## config.mk

```make
export PLATFORM = sky130hd
export DESIGN_NAME = unpacked_frame_collector
export DESIGN_NICKNAME = d
export VERILOG_FILES = /design/src/rtl/unpacked_frame_collector.sv
export SDC_FILE = /design/constraint.sdc
export NUM_CORES = 1
export LEC_CHECK = 0
export CORE_MARGIN = 1.5
export CORE_UTILIZATION = 43
export DETAILED_ROUTE_END_ITERATION = 16
export PLACE_DENSITY = 0.75
export REMOVE_ABC_BUFFERS = 1
export SYNTH_ARGS = -nofsm -noshare
export SYNTH_HDL_FRONTEND = slang
export SYNTH_SLANG_ARGS = --single-unit
```

## constraint.sdc

```tcl
create_clock -name clock -period 1.5 [get_ports clock]
set_input_delay 0.3 -clock clock [delete_from_list [all_inputs] [get_ports clock]]
set_output_delay 0.3 -clock clock [all_outputs]
set_load 0.02 [all_outputs]
```

## src/rtl/unpacked_frame_collector.sv

```systemverilog
// Serial-to-frame collector: gathers M handshaked bits into an unpacked frame
// and offers it, with a packed copy, to the downstream stage.
module unpacked_frame_collector #(
    parameter int M    = 2,
    parameter int CNTW = 8
) (
    input  logic            clock,
    input  logic            rst_n,
    input  logic            clear,
    input  logic            in_valid,
    input  logic            in_bit,
    output logic            in_ready,
    output logic            frame [0:M-1],
    output logic [0:M-1]    frame_packed,
    output logic            frame_valid,
    input  logic            frame_ready,
    output logic [CNTW-1:0] frame_count,
    output logic            overflow
);

    localparam int IDXW = $clog2(M);
    localparam logic [IDXW-1:0] IDX_LAST = IDXW'(M - 1);

    typedef enum logic {
        FILL = 1'b0,
        HOLD = 1'b1
    } state_t;

    state_t          state;
    logic [IDXW-1:0] idx;
    logic            accept;
    logic            handshake;
    logic            dropped;

    assign accept    = (state == FILL) && in_valid;
    assign handshake = (state == HOLD) && frame_ready;
    assign dropped   = (state == HOLD) && in_valid;

    // in_ready and frame_valid are registered copies of the state decode, so
    // neither handshake sees a combinational path from the other side.
    always_ff @(posedge clock or negedge rst_n) begin
        if (!rst_n) begin
            state       <= FILL;
            idx         <= '0;
            in_ready    <= 1'b1;
            frame_valid <= 1'b0;
            frame_count <= '0;
            overflow    <= 1'b0;
            for (int i = 0; i < M; i++) begin
                frame[i] <= 1'b0;
            end
        end else if (clear) begin
            state       <= FILL;
            idx         <= '0;
            in_ready    <= 1'b1;
            frame_valid <= 1'b0;
            frame_count <= '0;
            overflow    <= 1'b0;
            for (int i = 0; i < M; i++) begin
                frame[i] <= 1'b0;
            end
        end else begin
            if (accept) begin
                frame[idx] <= in_bit;
                if (idx == IDX_LAST) begin
                    idx         <= '0;
                    state       <= HOLD;
                    in_ready    <= 1'b0;
                    frame_valid <= 1'b1;
                end else begin
                    idx <= idx + 1'b1;
                end
            end
            if (dropped) begin
                overflow <= 1'b1;
            end
            if (handshake) begin
                frame_count <= frame_count + 1'b1;
                state       <= FILL;
                in_ready    <= 1'b1;
                frame_valid <= 1'b0;
            end
        end
    end

    always_comb begin
        frame_packed = '0;
        for (int i = 0; i < M; i++) begin
            frame_packed[i] = frame[i];
        end
    end

endmodule

```

======== After elaboration in Yosys (flattened, before gate mapping) ========
Index checks and enable logic that the tools add are counted.
word-level totals
  register bits after elaboration ......... 14
  input bits .............................. 6
  output and inout bits ................... 15
  logic and storage cells ................. 43
cells by class
  add/subtract/negate cells ............... 2
  magnitude comparators ................... 2
  muxes and demuxes ....................... 20
  bitwise gates (word level) .............. 2
  reductions and logical operators ........ 10
operator list
  operator                                             number
  2-to-1 mux 8 bit                                     2
  2-to-1 mux 1 bit                                     14
  adder 8 x 1 -> 8 bit (second input constant)         1
  nonzero test 2 bit                                   3
  nonzero test 3 bit                                   2
  logical AND 1 bit                                    4
  2-to-1 mux 2 bit                                     2
  bitwise mux 2 bit                                    1
  >= comparator 2 bit (second input constant)          1
  < comparator 2 x 1 -> 1 bit (second input constant)  1
  NOT 1 -> 2 bit                                       1
  AND reduction 2 bit                                  1
  adder 1 bit (second input constant)                  1
  demux 1 bit (select 1 bit)                           1
  NOT 1 bit                                            1

======== Logic depth before layout (Yosys ltp) ========
  word-level depth ........................ 8
  depth in mapped cells ................... 4
  depth with buffers taken out ............ 4

======== Worst setup path before layout ========
No wires, ideal clock.
  path type ............................... register to register
  start ................................... register state
  end ..................................... register frame_count[7]
  setup time .............................. 78 ps
  data arrival time ....................... 1283 ps
  required time ........................... 1422 ps
  path slack .............................. 139 ps
  stages on the path, launching flop included .. 5
  path buffers ............................ 1
  clock period less this slack ............ 1361 ps
  cell sequence ........................... dfrtp_1 > buf_4 > nand4_2 > or4_1 > a21oi_1
on the way
  longest elaborated chain between the ends .. 2
ends and longest elaborated chain
  what                                 line  RTL
  from (decl)                          29    state_t state;
  from (signal assigned)               43    state <= FILL;
  from (signal assigned)               53    state <= FILL;
  from (signal assigned)               67    state <= HOLD;
  logical AND 1 bit                    36    assign handshake = (state == HOLD) && frame_ready;
  nonzero test 2 bit (no source line)  --
  to (signal assigned)                 78    frame_count <= frame_count + 1'b1;
  to (decl)                            17    output logic [CNTW-1:0] frame_count,
No other way between the ends.
A chain may end at the register's enable or synchronous reset.

======== Final worst setup path ========
  start ................................... register in_ready
  end ..................................... output in_ready
RTL lines
  what                    line  RTL
  from (decl)             12    output logic in_ready,
  from (signal assigned)  45    in_ready <= 1'b1;
  from (signal assigned)  55    in_ready <= 1'b1;
  from (signal assigned)  68    in_ready <= 1'b0;
No word-level cell between the ends.

==> qor.yml <==
yosys:
  synth_edf_count: 0
  synth_compound_area_share_pct: 11.4
  synth.area.mux_share_pct: 3.04
  synth_top_family_by_area: "simple AND/OR/NAND/NOR gates"
  synth_top_area_share_pct: 49.3
  synth_simple_gate_area_share_pct: 21.3
  yosysTopAreaCell: "dfrtp_1"
  yosys.cell_types.count: 23
  yosys_warnings: 0
  yosys-top-cells-count: "13 x dfrtp_1, 8 x a21oi_1, 6 x nor2_1"
  synthXorXnorAreaFrac_pct: 3.98
  synthCells: 64
  ys_seq_area_share_pct: 53.3
  synthAdderAreaFrac_pct: 1.90
  synthFlopType: "dfrtp_1"
  synth_seq_cells: 14
  synth_most_common_cell: "dfrtp_1"
  synth_area_um2: 659
  syn_avg_cell_area_um2: 10.3
  async_reset_ff_share_pct: 100
  ys_top_cells_by_area: "dfrtp_1 49%, a21oi_1 6.1%, dfstp_2 4.0%"
grt:
  grt_pass1_wl_um: 2240
  gr-total-overflow: 0
  grt_max_degree: 15
  antenna_found_initial: 0
  first_global_vias: 480
  grt_usage_pct: 17.5
cells_and_area:
  antenna_cells: 0
  layout-drive-gt1-share_pct: 11.4
  nets: 96
  fin_cells: 103
  area_growth_pct: 34.9
  utilization_pct: 65.1
critical_path:
  worstPathArrival_ns: 1.13
  crit_path_end_kind: "primary output"
  worstPathCellList: "dlygate4sd2_1"
  crit_family: "flip-flops"
  crit_fanout: 2
  start_kind: "flop"
  path_class: "flop to primary output"
  critPathSlowestCell: "dfstp_2"
  critPathRequiredTime_ns: 1.20
  cp_num_buf_inv: 1
  cpPeakStageDelay_ns: 0.53
drt:
  wirelength_um: 1290
  postRouteAntennaNets: 0
  drt_pre_antenna_iters: 4
  via_per_inst: 5.13
  vias: 528
  avgRoutedWirePerCell_um: 12.5
  drt_iter0_markers: 8
  drc: 0
floorplanning:
  fp.dieW_um: 42.2
  io-pin-count: 21
  die_h_um: 42.2
  start_util_pct: 48.3
  die-area_um2: 1780
  coreArea_um2: 1370
  num_rows: 13
cts:
  hold_buffers: 0
  htree_levels: 1
  cts_tree: "yes"
  clk_pin_slew_worst_paths_ns: 0.08
  ctsRootBufferMaster: "clkbuf_4"
  clkLatencyLatePin_ns: 0.28
  clock-sinks: 14
  clock_path_buffers: 2
  cts_buffers: 3
  post-cts-setup-buffers: 0
placed_design:
  place_inst: 99
  port_buffers: 20
  post-place-ws_ns: -0.148
  routabilityCongestion: 0.680
  dpl.hpwl_um: 940
run:
  drv_cap: 0
sta:
  finClkSkew_ns: 0.000868
  period_minus_slack_ns: 1.43
  final-hold-violation-count: 0
  timing.hold.ws_ns: 0.321
  rsz0062_at_grt: "no"
  finalWorstSetupSlack_ns: 0.0669
  fin_setup_tns_ns: 0
  slew_viol_final: 0
  timing.fmax_ghz: 0.698
  period_share_pct: 95.5
  tightestPinTransition_ns: 0.212
  finalSetupViolations: 0
  slew-limit-headroom_pct: 85.9
run_status:
  status: "finished, final reports clean"
pwr:
  ir_drop_uv: 658
  powerDensity_nw_per_um2: 809
  p_leak_nw: 0.447
min_path:
  min_path_type: "input port to asynchronous set/reset pin"
==> registers in the layout, summed over array words and instances (netlist names) <==
register / count
state: 1
overflow: 1
frame_count: 8
idx: 1
in_ready: 1
frame: 2
==> report_power, final <==
part           total (mW)  internal, mW  switching, mW  leakage (nW)
clock network       0.220         0.103          0.117        0.0150
logic              0.0986        0.0456         0.0530         0.242
registers           0.401         0.391        0.00976         0.190
==> per-layer routing <==
metal	track usage [%]	part of all wire (%)	vias up
met2	25.5	49	12
met4	7.50	1.1	0
met5	0	0	-
met3	7.76	4.7	2
li1	-	-	270
met1	22.3	45	244
==> cell families (layout without fill, tap and decap cells) <==
group | after synthesis | after routing
fa+ha+maj | 1 | 1
mux | 2 | 2
simple gates | 24 | 24
flops | 14 | 14
xor+xnor | 3 | 3
compound gates | 14 | 14
buf+inv | 6 | 30
==> placed cells by master, fill, tap and decap left out <==
cell type        instances
o31ai_1                  1
a21oi_1                  8
nor3b_1                  1
inv_1                    2
clkbuf_4                 3
nand2b_1                 2
nand4_2                  2
xnor2_1                  2
buf_4                    4
or4_1                    1
mux2i_1                  2
nand3_1                  3
nand3b_1                 1
xor2_1                   1
nor2b_1                  1
a21o_1                   1
ha_1                     1
or3_1                    4
o21ai_0                  4
nand2_1                  3
dlygate4sd2_1           15
dfstp_2                  1
clkdlybuf4s50_1          5
nor2_1                   6
clkbuf_1                 1
dfrtp_1                 13
==> timing repair <==
action / CTS / global route
hold endpoints to repair: 0 / 0
gates resized for setup: 15 / 0
endpoints found under the setup margin: 15 / 0
==> area by class of cell <==
| cell class | instances | area (um^2) |
|---|---|---|
| fill | 125 | 477 |
| sequential | 14 | 352 |
| multi-input combinational | 44 | 274 |
| timing repair buffer | 24 | 211 |
| clock buffer | 4 | 26.3 |
| tap | 15 | 18.8 |
| inverter | 2 | 7.51 |
==> stage by stage <==
step                      power, mW  cell area [um^2]
final                         0.719               890
after global routing          0.759               890
after CTS                     0.734               890
after detailed placement      0.518               882
after global placement        0.516               882
after floorplan               0.453               633
==> final timing paths <==
check / from / endpoint / slack, ns / cells past startpoint
setup reg to reg: frame_count[3] / frame_count[7] / 0.22 / 3
max in group asynchronous: rst_n / in_ready / 0.94 / 2
min in group clock: frame[0] / frame[0] / 0.54 / 2
setup / recovery: in_ready / in_ready / 0.07 / 1
hold reg to reg: frame[0] / frame[0] / 0.54 / 2
hold / removal: rst_n / state / 0.32 / 2
No activity file was read; power rests on OpenSTA's default activity.
